[src/rtl/i2c_nibble_rx.sv]
// Passive I2C-style receiver: detects START, shifts DATA_W bits MSB-first on scl rises,
// and presents the word with a one-cycle valid pulse on a clean STOP.
module i2c_nibble_rx #(
  parameter int unsigned DATA_W  = 4,
  parameter int unsigned TIMEOUT = 1024
) (
  input  logic              sclk,
  input  logic              rst,
  input  logic              scl,
  input  logic              sda,
  output logic [DATA_W-1:0] data,
  output logic              valid,
  output logic              busy,
  output logic              err
);

  localparam int unsigned CntW = $clog2(DATA_W + 1);
  localparam int unsigned TW   = $clog2(TIMEOUT);
  localparam logic [CntW-1:0] LastBit = CntW'(DATA_W - 1);
  localparam logic [TW-1:0]   TLast   = TW'(TIMEOUT - 1);

  typedef enum logic [1:0] {
    StIdle     = 2'd0,
    StRecv     = 2'd1,
    StWaitStop = 2'd2
  } state_e;

  state_e state_q, state_d;

  logic scl_meta, scl_s, scl_d;
  logic sda_meta, sda_s, sda_d;

  logic [DATA_W-1:0] shreg_q, shreg_d;
  logic [CntW-1:0]   bit_cnt_q, bit_cnt_d;
  logic [TW-1:0]     tcnt_q, tcnt_d;
  logic [DATA_W-1:0] data_d;
  logic              valid_d, busy_d, err_d;

  logic scl_rise, scl_edge, start_c, stop_c, timeout;

  assign scl_rise = scl_s & ~scl_d;
  assign scl_edge = scl_s ^ scl_d;
  assign start_c  = scl_s & scl_d & sda_d & ~sda_s;
  assign stop_c   = scl_s & scl_d & ~sda_d & sda_s;
  // Any scl activity or START restarts the inactivity window.
  assign timeout  = (tcnt_q == TLast) & ~scl_edge & ~start_c;

  always_ff @(posedge sclk) begin
    if (rst) begin
      scl_meta  <= 1'b1;
      scl_s     <= 1'b1;
      scl_d     <= 1'b1;
      sda_meta  <= 1'b1;
      sda_s     <= 1'b1;
      sda_d     <= 1'b1;
      state_q   <= StIdle;
      shreg_q   <= '0;
      bit_cnt_q <= '0;
      tcnt_q    <= '0;
      data      <= '0;
      valid     <= 1'b0;
      busy      <= 1'b0;
      err       <= 1'b0;
    end else begin
      scl_meta  <= scl;
      scl_s     <= scl_meta;
      scl_d     <= scl_s;
      sda_meta  <= sda;
      sda_s     <= sda_meta;
      sda_d     <= sda_s;
      state_q   <= state_d;
      shreg_q   <= shreg_d;
      bit_cnt_q <= bit_cnt_d;
      tcnt_q    <= tcnt_d;
      data      <= data_d;
      valid     <= valid_d;
      busy      <= busy_d;
      err       <= err_d;
    end
  end

  always_comb begin
    state_d   = state_q;
    shreg_d   = shreg_q;
    bit_cnt_d = bit_cnt_q;
    data_d    = data;
    valid_d   = 1'b0;
    err_d     = 1'b0;

    case (state_q)
      StIdle: begin
        if (start_c) begin
          state_d   = StRecv;
          bit_cnt_d = '0;
        end
      end
      StRecv: begin
        if (start_c) begin
          bit_cnt_d = '0;
        end else if (stop_c) begin
          err_d   = 1'b1;
          state_d = StIdle;
        end else if (scl_rise) begin
          shreg_d   = {shreg_q[DATA_W-2:0], sda_s};
          bit_cnt_d = bit_cnt_q + CntW'(1);
          if (bit_cnt_q == LastBit) state_d = StWaitStop;
        end else if (timeout) begin
          err_d   = 1'b1;
          state_d = StIdle;
        end
      end
      StWaitStop: begin
        // The trailing scl high phase (sda low) precedes STOP and is not data.
        if (stop_c) begin
          data_d  = shreg_q;
          valid_d = 1'b1;
          state_d = StIdle;
        end else if (start_c) begin
          err_d     = 1'b1;
          state_d   = StRecv;
          bit_cnt_d = '0;
        end else if (timeout) begin
          err_d   = 1'b1;
          state_d = StIdle;
        end
      end
      default: begin
        state_d = StIdle;
      end
    endcase

    busy_d = (state_d != StIdle);

    if (state_d == StIdle || scl_edge || start_c) begin
      tcnt_d = '0;
    end else begin
      tcnt_d = tcnt_q + TW'(1);
    end
  end

endmodule

[config.mk]
export PLATFORM = sky130hd
export DESIGN_NAME = i2c_nibble_rx
export DESIGN_NICKNAME = d
export VERILOG_FILES = /design/src/rtl/i2c_nibble_rx.sv
export SDC_FILE = /design/constraint.sdc
export NUM_CORES = 1
export LEC_CHECK = 0
export ABC_AREA = 1
export BUFFER_PORTS_ARGS = -buffer_cell sky130_fd_sc_hd__buf_2
export CORE_MARGIN = 3
export CORE_UTILIZATION = 50
export DETAILED_ROUTE_END_ITERATION = 7
export PLACE_DENSITY = 0.67
export SLEW_MARGIN = 20
export SYNTH_ARGS = -nofsm -noshare
export SYNTH_HDL_FRONTEND = slang
export SYNTH_SLANG_ARGS = --single-unit
[constraint.sdc]
create_clock -name sclk -period 1.4 [get_ports sclk]
set_input_delay 0.14 -clock sclk [delete_from_list [all_inputs] [get_ports sclk]]
set_output_delay 0.14 -clock sclk [all_outputs]
set_load 0.01 [all_outputs]
==> run_results.csv, run 1 <==
group,metric,value,unit
detailed_routing,dr_wl_met3,124,µm
clock_tree,cts_sinks,32,
detailed_routing,num_vias,1272,
place,place_inst,234,
clock_tree,clk_path_buf_depth,2,
flow_run,cap_violations,0,
place,placed_area,1750,µm²
global_route,grt_first_pass_wirelength,5.30,mm
die,placement_rows,18,
logic_synthesis,synth.distinct_cells,26,
place,gp_congestion,0.830,
layout,synthToLayoutAreaGrowth,39.5,%
clock_tree,clk_latency,320,ps
logic_synthesis,synth-async-reset-ratio,0,
worst_setup_path,end_kind,"flip-flop",
detailed_routing,drc_errors,0,
place,pre_cts_slack,-208,ps
detailed_routing,wl_met2,1.76,mm
detailed_routing,drt_iter0_drc,50,
die,die_area,3570,µm²
power_and_ir_drop,p_leak,0.896,nW
worst_setup_path,cpPeakStageDelay,370,ps
layout,stdcell_area,2020,µm²
logic_synthesis,yosys_warnings,0,
sta,worst_hold_slack,101,ps
place,dp_hpwl,2.04,mm
global_route,antenna_found_initial,0,
global_route,grt_overflow,0,
power_and_ir_drop,total_power,1.67,mW
layout,diodes,0,
detailed_routing,totalWireLength,3.47,mm
status,violations,"negative setup slack",
logic_synthesis,synth_top_cells_by_count,"dfxtp_1 (32), nor2_1 (25), nand2_1 (19)",
logic_synthesis,synthDominantCellAreaShare,0.443,
detailed_routing,routed.top_layer,"met4",
die,coreArea,2610,µm²
logic_synthesis,synthFlopType,"dfxtp_1",
sta,relSlewSlack,0.753,
sta,skew,12.0,ps
logic_synthesis,synth_area_leaders,"dfxtp_1 (44%), ha_1 (7.8%), nor2_1 (6.5%)",
logic_synthesis,synth_most_common_cell,"dfxtp_1",
sta,finalHoldViolations,0,
clock_tree,cts_max_level,2,
logic_synthesis,avgSynthCellArea,8.31,µm²
global_route,first_global_vias,1218,
global_route,grt_max_degree,12,
sta,finalMaxSlewViolations,0,
logic_synthesis,ys_seq_area_frac,0.443,
die,initial_core_util,0.554,
die,die_h,59.8,µm
die,die_w,59.8,µm
layout,fin_nets,237,
place,io_buffer_count,10,
clock_tree,cts_root_buffer,"clkbuf_4",
logic_synthesis,yosys.area.top_type,"dfxtp_1",
sta,max_freq,0.603,GHz
layout,layout-drive-gt1-share,0.489,
power_and_ir_drop,peakVddDrop,0.000696,V
worst_setup_path,crit_fanout,5,
logic_synthesis,synthCells,174,
logic_synthesis,synth-edff-count,0,
global_route,track_usage,0.204,
min_path,hp-class,"in -> reg",
logic_synthesis,netlist_area,1450,µm²
layout,utilization,0.773,
worst_setup_path,critPathLaunchType,"flip-flop",
clock_tree,cts_buffers,5,
worst_setup_path,path_class,"reg -> reg",
worst_setup_path,cp_slowest_cell,"dfxtp_2",
sta,timing.final.ws_setup,-260,ps
detailed_routing,post_drt_wl_per_cell,13.6,µm
detailed_routing,wl_met1,1.50,mm
sta,setup_tns,-3420,ps
detailed_routing,first_pass_iters,4,
sta,finalSetupViolCount,20,
die,pin_count,11,
power_and_ir_drop,p_per_area,827,nW/µm²
worst_setup_path,required,1610,ps
logic_synthesis,synth_nets,187,
clock_tree,cts_tree,"yes",
worst_setup_path,cpMostUsedCell,"nand2_1",
worst_setup_path,critPathArrivalTime,1870,ps
layout,layout.cells.non_filler,255,
sta,worstMarginPinSlew,370,ps
sta,fin_crit_sh,1.19,
sta,finalCriticalPeriod,1660,ps
detailed_routing,ant_nets,0,
status,outcome,"complete, but fails checks",
detailed_routing,viasPerCell,4.99,
clock_tree,clkTransAtPathRegs,100,ps
worst_setup_path,path_cells,"inv_2 -> ha_4 -> nand3_4 -> nor2_4 -> nand2_1 -> nand2_1 -> nand2_1 -> nand2_1 -> nand2_1 -> nand2_2 -> nand2_4 -> nand2_4 -> nor2_2",
logic_synthesis,ys_ff_latch,32,
sta,rsz0062_at_grt,"true",
cell type report:
cell class              instances  area (µm²)
inverters                      23        88.8
flip-flops and latches         32         651
repair buffers                 44         325
multi-input cells             118         857
well taps                      30        37.5
clock buffers                   8        58.8
fillers                       186         594
logic make-up (layout without fill, tap and decap cells):
family,after synthesis,count (layout),synth area share
simple gates,82,83,0.297
xor+xnor,8,8,0.0484
flops,32,32,0.443
buf+inv,25,75,0.0649
compound gates,18,18,0.0692
fa+ha+maj,9,9,0.0779
what timing repair did:
item	CTS	global route
hold endpoints to repair	2	0
setup endpoints to repair	24	24
resized for setup	11	22
cloned	1	0
hold buffers	2	0
pin swaps	14	9
setup buffers	6	5
power by group:
part / switching, mW / internal (mW) / leakage [nW]
clock network: 0.299 / 0.248 / 0.0326
registers: 0.0110 / 0.925 / 0.261
logic: 0.101 / 0.0853 / 0.602
total: 0.411 / 1.26 / 0.896
final timing paths:
check            from      endpoint  slack, ps  cells after the start
max             scl_d     tcnt_q[9]       -260                     13
min               rst  bit_cnt_q[2]        100                      2
max reg2reg     scl_d     tcnt_q[9]       -260                     13
min reg2reg  scl_meta         scl_s        410                      1
layout by cell type, fill, tap and decap left out, types with 5 or more instances in the layout:
cell type / synthesis / routed
nor2_1: 25 / 22
o21ai_0: 9 / 5
ha_1: 9 / 5
or2_2: 5 / 5
dfxtp_2: 0 / 5
nor2_2: 12 / 12
inv_2: 7 / 11
buf_2: 0 / 10
nor2_4: 3 / 6
nand2_1: 19 / 18
nand3_1: 9 / 6
buf_4: 0 / 28
inv_1: 16 / 11
o21ai_2: 0 / 5
clkbuf_4: 0 / 5
dfxtp_1: 32 / 26
registers in the layout, summed over array words and instances (netlist names):
| signal | flops |
|---|---|
| scl_d | 1 |
| data | 4 |
| scl_meta | 1 |
| state_q | 2 |
| sda_d | 1 |
| bit_cnt_q | 3 |
| err | 1 |
| sda_s | 1 |
| busy | 1 |
| shreg_q | 4 |
| scl_s | 1 |
| tcnt_q | 10 |
| sda_meta | 1 |
| valid | 1 |
metal layers:
metal | vias to the layer above | track usage
li1 | 647 | -
met1 | 580 | 0.223
met3 | 11 | 0.0583
met2 | 34 | 0.350
met4 | 0 | 0.111
met5 | - | 0
worst max-delay path: cells and delay by family (launching register included):
kind                     cells  cell delay, ps
adder cells (fa/ha/maj)      1             270
buffers and inverters        1              60
flip-flops                   1             370
AND/OR/NAND/NOR             11             870
Power figures use the tool's default switching activity.
==> run 2, diff against run 1 <==
==> constraint.sdc (replaced) <==
create_clock -name sclk -period 1.4 [get_ports sclk]
set_input_delay 0.28 -clock sclk [delete_from_list [all_inputs] [get_ports sclk]]
set_output_delay 0.28 -clock sclk [all_outputs]
set_load 0.01 [all_outputs]
==> run 2 against run 1 <==
The run still ends with negative setup slack left. Final cell count shrank 0.78%. Sequential cell count unchanged. Utilization shrank 0.77 points. First-iteration DRC count decreased by 20%. Clock power about the same. Critical path depth is the same. Clock skew about the same. Power down 0.31%. Setup slack gained 2.8 ps. Sequential power about the same.
==> run_results.csv, run 2 (synthesized netlist as in run 1, its figures left out) <==
group,metric,value,unit
clock_tree,clkTransAtPathRegs,90,ps
layout,fin_nets,235,
detailed_routing,first_pass_iters,4,
detailed_routing,totalWireLength,3.47,mm
layout,largest_reg_flops,10,
die,initial_core_util,0.554,
worst_setup_path,cp_slowest_cell,"dfxtp_2",
clock_tree,clk_path_buf_depth,2,
detailed_routing,num_vias,1266,
clock_tree,cts_max_level,2,
detailed_routing,drt_iter0_drc,40,
worst_setup_path,r2r_slack,-260,ps
worst_setup_path,reg2reg_depth,13,
detailed_routing,ant_nets,0,
sta,max_freq,0.604,GHz
layout,reg.largest.list,"tcnt_q (10), data (4), shreg_q (4)",
die,placement_rows,18,
clock_tree,cts_root_buffer,"clkbuf_4",
place,dp_hpwl,2.04,mm
clock_tree,clk_latency,320,ps
detailed_routing,viasPerCell,5.00,
worst_setup_path,end_kind,"flip-flop",
clock_tree,cts_tree,"yes",
die,die_area,3570,µm²
die,die_w,59.8,µm
power_and_ir_drop,peakVddDrop,0.000696,V
sta,rsz0062_at_grt,"true",
sta,timing.final.ws_setup,-257,ps
layout,final_cell_mix,"buf_4 (28), dfxtp_1 (26), nor2_1 (22)",
sta,relSlewSlack,0.747,
sta,finalHoldViolations,0,
layout,layout-drive-gt1-share,0.493,
worst_setup_path,reg2reg_from,"scl_d",
worst_setup_path,setup.worst_path.end,"tcnt_q[9]",
global_route,track_usage,0.203,
worst_setup_path,cpPeakStageDelay,370,ps
power_and_ir_drop,p_leak,0.887,nW
place,pre_cts_slack,-208,ps
die,coreArea,2610,µm²
die,die_h,59.8,µm
worst_setup_path,crit_fanout,5,
layout,diodes,0,
sta,finalSetupViolCount,20,
layout,regMostFlops,"tcnt_q",
flow_run,cap_violations,0,
worst_setup_path,path_cells,"inv_2 -> ha_4 -> nand3_4 -> nor2_4 -> nand2_1 -> nand2_1 -> nand2_1 -> nand2_1 -> nand2_1 -> nand2_2 -> nand2_4 -> nand2_4 -> nor2_2",
layout,utilization,0.765,
power_and_ir_drop,p_per_area,833,nW/µm²
worst_setup_path,critPathLaunchType,"flip-flop",
sta,finalCriticalPeriod,1660,ps
worst_setup_path,required,1610,ps
power_and_ir_drop,total_power,1.66,mW
place,gp_congestion,0.830,
global_route,grt_overflow,0,
global_route,antenna_found_initial,0,
global_route,first_global_vias,1217,
detailed_routing,drc_errors,0,
layout,synthToLayoutAreaGrowth,38.1,%
worst_setup_path,critPathArrivalTime,1870,ps
clock_tree,cts_sinks,32,
worst_setup_path,crit_start,"scl_d",
place,io_buffer_count,10,
sta,skew,12.2,ps
sta,worstMarginPinSlew,379,ps
worst_setup_path,path_class,"reg -> reg",
global_route,grt_max_degree,12,
global_route,grt_first_pass_wirelength,5.29,mm
clock_tree,cts_buffers,5,
min_path,hp-class,"in -> reg",
worst_setup_path,cpMostUsedCell,"nand2_1",
sta,finalMaxSlewViolations,0,
status,outcome,"complete, but fails checks",
status,violations,"negative setup slack",
layout,final_common_cell,"buf_4",
die,pin_count,11,
sta,fin_crit_sh,1.18,
detailed_routing,post_drt_wl_per_cell,13.7,µm
worst_setup_path,reg2reg_to,"tcnt_q[9]",
-- run 2: changes by cell type in the layout (fill, tap and decap cells not counted), sizes merged --
cell,change
dlygate4sd3,-2
-- run 2: area by class of cell --
type / count / area, µm²
flip-flops and latches: 32 / 651
multi-input cells: 118 / 857
fillers: 193 / 614
well taps: 30 / 37.5
repair buffers: 42 / 305
clock buffers: 8 / 58.8
inverters: 23 / 88.8
-- run 2: worst min-delay path by stage --
stage              from        to  slack [ps]  cells after the start
6_report            scl  scl_meta         140                      2
5_1_grt             sda  sda_meta         120                      2
3_3_place_gp   scl_meta     scl_s         390                      1
4_1_cts             scl  scl_meta         120                      2
2_1_floorplan       scl  scl_meta         380                      1
3_5_place_dp   scl_meta     scl_s         390                      1
-- run 2: layer usage --
layer,vias to the layer above,track usage,share of wire
li1,644,-,-
met1,576,0.225,0.42
met2,35,0.344,0.51
met3,11,0.0583,0.046
met4,0,0.111,0.022
met5,-,0,0
-- run 2: timing repair --
action,CTS,global route
cloned,1,0
pin swaps,14,8
setup endpoints to repair,24,24
hold buffers,0,0
setup buffers,6,5
resized for setup,11,22
endpoints found under the hold margin,0,0
-- run 2: critical path: cells and delay by family, from the launching register on --
| kind | cells | cell delay (ps) |
|---|---|---|
| AND/OR/NAND/NOR | 11 | 870 |
| adder cells (fa/ha/maj) | 1 | 270 |
| buffers and inverters | 1 | 60 |
| flip-flops | 1 | 370 |
-- run 2: power breakdown --
group	total (mW)	internal, mW	switching (mW)	leakage, nW
Clock	0.546	0.248	0.298	0.0326
Sequential	0.936	0.925	0.0109	0.261
Combinational	0.182	0.0817	0.100	0.594
-- run 2: metrics by stage --
| step | hold WS, ps | setup TNS (ps) | cell area, µm² | std cells |
|---|---|---|---|---|
| 3_5_place_dp | 394 | -2830 | 1750 | 234 |
| 4_1_cts | 119 | -2350 | 1910 | 249 |
| 3_3_place_gp | 393 | -1950 | 1750 | 234 |
| 2_1_floorplan | 384 | -911 | 1500 | 174 |
| 5_1_grt | 122 | -4840 | 2000 | 253 |
| 6_report | 142 | -3390 | 2000 | 253 |
